===== src/rtl/multicycle_ctrl.sv =====
// multicycle_ctrl -- multicycle MIPS control FSM.
//
// This block steps the datapath through FETCH, DECODE, EXEC, MEM and WB.
// It decodes opcode/func in DECODE and latches the instruction class at the
// end of that cycle. Every later state drives its controls from the state
// and the latched class only.
//
// The control outputs are combinational from the state and the class
// (Moore). The one exception is DECODE, which decodes the live IR fields.
// While reset is high, every strobe and select is forced to 0, so an
// instruction that is aborted by reset does not write anything.
//
// Ports:
//   clk, reset          system clock, synchronous active-high reset
//   opcode, func        instr[31:26] and instr[5:0] from the IR
//   zero                ALU equality flag (the NPC consumes it, not this FSM)
//   PCWr, IRWr          PC / IR load enables
//   beq, jal, jr        NPC source selects
//   ALUOP, EXTOP, BSel  ALU operation, immediate extension, operand-B select
//   WRSel, WDSel        GRF write-address and write-data selects
//   RFWr, DMWr          GRF and DM write enables
//   state               current FSM state (debug)
//   illegal             one-cycle pulse in DECODE on an unrecognised encoding
//
// Optional feature, macro MULTICYCLE_CTRL_PERF_EN: adds cycle_cnt, which
// counts non-reset cycles, and instr_cnt, which counts retired instructions.
// Both are CNT_W bits wide and wrap.
module multicycle_ctrl #(
  parameter int CNT_W = 32
) (
  input  logic       clk,
  input  logic       reset,
  input  logic [5:0] opcode,
  input  logic [5:0] func,
  input  logic       zero,
  output logic       PCWr,
  output logic       IRWr,
  output logic       beq,
  output logic       jal,
  output logic       jr,
  output logic [2:0] ALUOP,
  output logic       EXTOP,
  output logic [1:0] WRSel,
  output logic       BSel,
  output logic [1:0] WDSel,
  output logic       RFWr,
  output logic       DMWr,
  output logic [2:0] state,
  output logic       illegal
`ifdef MULTICYCLE_CTRL_PERF_EN
  ,
  output logic [CNT_W-1:0] cycle_cnt,
  output logic [CNT_W-1:0] instr_cnt
`endif
);

  typedef enum logic [2:0] {
    FETCH  = 3'd0,
    DECODE = 3'd1,
    EXEC   = 3'd2,
    MEM    = 3'd3,
    WB     = 3'd4
  } state_t;

  typedef enum logic [3:0] {
    CL_NOP, CL_ADDU, CL_SUBU, CL_JR, CL_ORI, CL_LW,
    CL_SW, CL_BEQ, CL_LUI, CL_JAL, CL_ILL
  } class_t;

  state_t state_q;
  class_t cls_q;
  class_t dec_cls;

  // The NPC consumes the branch flag directly, so no state transition depends on it.
  logic unused_zero;
  assign unused_zero = zero;

  assign state = state_q;

  // Instruction decode of the live IR fields. This is only meaningful in DECODE.
  always_comb begin
    // NOTE: a default assignment ahead of the case keeps the logic combinational;
    // a path that leaves dec_cls unassigned would infer a latch.
    dec_cls = CL_ILL;
    case (opcode)
      6'b000000:
        case (func)
          6'b100001: dec_cls = CL_ADDU;
          6'b100011: dec_cls = CL_SUBU;
          6'b001000: dec_cls = CL_JR;
          6'b000000: dec_cls = CL_NOP;
          default:   dec_cls = CL_ILL;
        endcase
      6'b001101: dec_cls = CL_ORI;
      6'b100011: dec_cls = CL_LW;
      6'b101011: dec_cls = CL_SW;
      6'b000100: dec_cls = CL_BEQ;
      6'b001111: dec_cls = CL_LUI;
      6'b000011: dec_cls = CL_JAL;
      default:   dec_cls = CL_ILL;
    endcase
  end

  // State and class registers.
  always_ff @(posedge clk) begin
    // NOTE: sequential state uses non-blocking assignments, so that every
    // register samples its pre-edge values.
    if (reset) begin
      state_q <= FETCH;
      cls_q   <= CL_NOP;
    end else begin
      case (state_q)
        FETCH:  state_q <= DECODE;
        DECODE: begin
          cls_q <= dec_cls;
          case (dec_cls)
            CL_JR, CL_JAL, CL_NOP, CL_ILL: state_q <= FETCH;
            default:                       state_q <= EXEC;
          endcase
        end
        EXEC:
          case (cls_q)
            CL_LW, CL_SW: state_q <= MEM;
            CL_BEQ:       state_q <= FETCH;
            default:      state_q <= WB;
          endcase
        MEM:     state_q <= (cls_q == CL_LW) ? WB : FETCH;
        default: state_q <= FETCH;   // WB, plus the unreachable encodings 5-7
      endcase
    end
  end

  // Moore outputs. The ALU controls stay constant for the class from EXEC through WB.
  always_comb begin
    PCWr = 1'b0; IRWr = 1'b0; beq = 1'b0; jal = 1'b0; jr = 1'b0;
    ALUOP = 3'b000; EXTOP = 1'b0; WRSel = 2'b00; BSel = 1'b0; WDSel = 2'b00;
    RFWr = 1'b0; DMWr = 1'b0; illegal = 1'b0;

    if (state_q == EXEC || state_q == MEM || state_q == WB) begin
      case (cls_q)
        CL_SUBU: ALUOP = 3'b001;
        CL_ORI:  begin ALUOP = 3'b010; BSel = 1'b1; end
        CL_LUI:  begin ALUOP = 3'b011; BSel = 1'b1; end
        CL_LW,
        CL_SW:   begin BSel = 1'b1; EXTOP = 1'b1; end
        CL_BEQ:  begin ALUOP = 3'b001; EXTOP = 1'b1; end
        default: ;
      endcase
    end

    case (state_q)
      FETCH:  IRWr = 1'b1;
      DECODE:
        case (dec_cls)
          CL_JR:  begin jr = 1'b1; PCWr = 1'b1; end
          CL_JAL: begin
            jal = 1'b1; PCWr = 1'b1; RFWr = 1'b1;
            WRSel = 2'b10; WDSel = 2'b10;
          end
          CL_NOP: PCWr = 1'b1;
          CL_ILL: begin PCWr = 1'b1; illegal = 1'b1; end
          default: ;
        endcase
      EXEC:
        if (cls_q == CL_BEQ) begin
          beq  = 1'b1;
          PCWr = 1'b1;
        end
      MEM:
        if (cls_q == CL_SW) begin
          DMWr = 1'b1;
          PCWr = 1'b1;
        end
      WB: begin
        RFWr = 1'b1;
        PCWr = 1'b1;
        case (cls_q)
          CL_ADDU, CL_SUBU: WRSel = 2'b01;
          CL_LW:            WDSel = 2'b01;
          default: ;
        endcase
      end
      default: ;
    endcase

    // Reset aborts the instruction in flight. No write takes place on the reset edge.
    if (reset) begin
      PCWr = 1'b0; IRWr = 1'b0; beq = 1'b0; jal = 1'b0; jr = 1'b0;
      ALUOP = 3'b000; EXTOP = 1'b0; WRSel = 2'b00; BSel = 1'b0; WDSel = 2'b00;
      RFWr = 1'b0; DMWr = 1'b0; illegal = 1'b0;
    end
  end

`ifdef MULTICYCLE_CTRL_PERF_EN
  always_ff @(posedge clk) begin
    if (reset) begin
      cycle_cnt <= '0;
      instr_cnt <= '0;
    end else begin
      cycle_cnt <= cycle_cnt + 1'b1;
      if (PCWr) instr_cnt <= instr_cnt + 1'b1;
    end
  end
`else
  logic [CNT_W-1:0] unused_cnt;
  assign unused_cnt = '0;
`endif

endmodule


===== config.mk =====
export PLATFORM = sky130hd
export DESIGN_NAME = multicycle_ctrl
export DESIGN_NICKNAME = d
export VERILOG_FILES = /design/src/rtl/multicycle_ctrl.sv
export SDC_FILE = /design/constraint.sdc
export NUM_CORES = 1
export LEC_CHECK = 0
export CAP_MARGIN = 20
export CORE_MARGIN = 2
export CORE_UTILIZATION = 43
export DETAILED_ROUTE_END_ITERATION = 8
export PLACE_DENSITY_LB_ADDON = 0.3
export SLEW_MARGIN = 10
export SYNTH_ARGS = -nofsm -noshare
export SYNTH_HDL_FRONTEND = slang
export SYNTH_SLANG_ARGS = --single-unit

===== constraint.sdc =====
create_clock -name clk -period 3.3 [get_ports clk]
set_clock_uncertainty 0.15 [all_clocks]
set_input_delay 0.495 -clock clk [delete_from_list [all_inputs] [get_ports clk]]
set_output_delay 0.495 -clock clk [all_outputs]
set_load 0.005 [all_outputs]

==> flow_summary.yaml <==
run_status:
  status: "finished clean"
route:
  dr.pass1.iters: 4
  avgViaCountPerCell: 5.701
  ant_nets: 0
  vias: 1163
  wl_mm: 2.704
  wl_per_cell_um: 13.25
  drt_iter0_drc: 21
  drcViolationCount: 0
final_layout:
  syn_to_final_growth_pct: 68.68
  drive_gt1_share_pct: 29.38
  nNetsFinal: 193
  final_common_cell: "buf_4"
  instances_no_fill: 204
  utilization_pct: 76.59
  final_cell_mix: "27 x buf_4, 21 x clkdlybuf4s50_1, 17 x nor2_1"
  antenna_cells: 0
clocking:
  ctsHtreeMaxLevel: 1
  ctsHoldBuffers: 0
  clockBufferDepth: 2
  path_clk_slew_ps: 50
  clock-root-buffer: "clkbuf_4"
  cts_buffers: 3
  cts_tree: "yes"
  clk_latency_ps: 250
  cts.sinks: 7
synth:
  yosys_warnings: 0
  synth_flop_cell: "dfxtp_1"
  synth_top_area_share_pct: 15.73
  syn_area_um2: 890.9
  synth-edff-count: 0
  syn_inst: 124
  ys_seq_area_share_pct: 15.73
  synth-seq-cells: 7
  synth.avg_cell_area_um2: 7.184
  async_flop_share_pct: 0
  synth.distinct_cells: 45
  synth_nets: 139
  yosys.area.top_type: "dfxtp_1"
  synth_area_leaders: "dfxtp_1 16%, nor2_1 7.2%, a211oi_1 5.9%"
worst_hold_path:
  worst_hold_startpoint: "cls_q[3]$_SDFFE_PP0N_"
  hold_path_class: "register to register"
setup_path:
  critPathSlowestCell: "a2111o_1"
  required_ps: 2650
  endpoint_kind: "primary output"
  startpoint: "opcode[1]"
  critPathMaxStageDelay_ps: 420
  critPathMaxFanout: 2
  path_cells: "clkdlybuf4s50_1 > or3_4 > or3_4 > a2111o_1 > a2111o_1 > nand3_1 > buf_2"
  critical_path_class: "primary input to primary output"
  startpoint_type: "primary input"
  r2r-start: "cls_q[2]$_SDFFE_PP0N_"
  cp.arrival_ps: 2600
floorplan:
  io_pins: 35
  fp-row-count: 16
  die_x_um: 49.52
  start_util_pct: 45.41
  die_area_um2: 2452
  core_um2: 1962
  die_y_um: 49.52
global_routing:
  globalRouteOverflowTotal: 0
  grt_pass1_wl_mm: 4.360
  grt_max_degree: 12
  track_usage_pct: 22.28
  antenna_found_initial: 0
  grt_pass1_vias: 1052
run:
  maxCapViolations: 0
placed_design:
  dp_slack_ps: -329.9
  portBuffers: 32
  dp.cells: 199
  place.gp.congestion: 0.8563
  dp.final_hpwl_mm: 2.008
sta:
  finalCritPeriodShare_pct: 98.24
  fmax_mhz: 308.5
  finalMaxSlewViolations: 0
  hold_viol_final: 0
  min_period_ps: 3242
  fin_ws_ps: 58.13
  setup_violations: 0
power_and_ir_drop:
  powerDensity_nw_per_um2: 194.7
  cellLeakagePower_nw: 0.6138
  finalPower_w: 0.0002926
  peakVddDrop_uv: 100.4
## path summary, 6_finish.rpt
path	depth (start not counted)	slack [ps]	to
hold / removal	2	460	cls_q[3]$_SDFFE_PP0N_
hold reg to reg	2	460	cls_q[3]$_SDFFE_PP0N_
setup reg to reg	5	1730	state[2]$_SDFF_PP0_
setup / recovery	7	60	PCWr
## synthesized netlist by cell type (all sizes together), types with 2 or more instances
library cell,count
nand2,4
o21ai,7
a211oi,7
nand3,3
nor3b,2
and3b,3
or2,2
xnor2,5
or3,3
a21oi,2
inv,2
nand4b,2
nor4,5
dfxtp,7
o21a,2
nor2,17
a2111o,2
nor3,7
buf,5
clkbuf,6
nor4b,5
nand2b,7
a21o,2
## registers in the layout (all words and copies together) (netlist names)
signal	count
cls_q	4
state	3
## timing repair
action                                  CTS  global route
buffers inserted                          0             1
pin swaps                                 5             6
endpoints found under the hold margin     0             0
gates resized for setup                  17            16
endpoints found under the setup margin    7             7
## where the power goes
part,internal (W),switching (W)
Combinational,0.0000630,0.0000497
Clock,0.0000462,0.0000321
Sequential,0.0000897,0.0000119
Total,0.000199,0.0000937
## critical path: cells and delay by family
family                 cells  cell delay [ps]
AOI/OAI and AO/OA          2              830
and+or+nand+nor            3              740
buffers and inverters      2              520
## stage by stage
step	area [µm²]	setup TNS (ps)	hold WS (ps)
global placement	1386	-909.8	425.1
global route	1503	-34.06	507.1
floorplan	890.9	0	405.7
finish	1503	0	458.3
detailed placement	1386	-1390	450.6
CTS	1438	-10.41	457.6
## layer usage
layer / track usage [%] / wire length (µm) / up-vias
li1: - / - / 574
met1: 23.75 / 1105 / 553
met2: 45.27 / 1493 / 33
met3: 1.818 / 88 / 3
met4: 6.944 / 16 / 0
met5: 0 / 0 / -
## layout make-up
class	count	area [µm²]
Clock buffer	4	26.28
Timing Repair Buffer	60	535.5
Tap cell	27	33.78
Inverter	2	7.507
Sequential cell	7	140.1
Fill cell	161	459.2
Multi-Input combinational cell	104	759.5
## logic make-up after synthesis
logic type / after synthesis / share of synthesized area [%]
multiplexers: 1 / 1.124
XOR/XNOR: 5 / 4.916
buffers and inverters: 13 / 7.724
other: 1 / 0.4209
AO/OA/AOI/OAI: 31 / 25.84
AND/OR/NAND/NOR: 66 / 44.24
flip-flops: 7 / 15.73
Note: power is estimated with default switching activity, not from simulation.
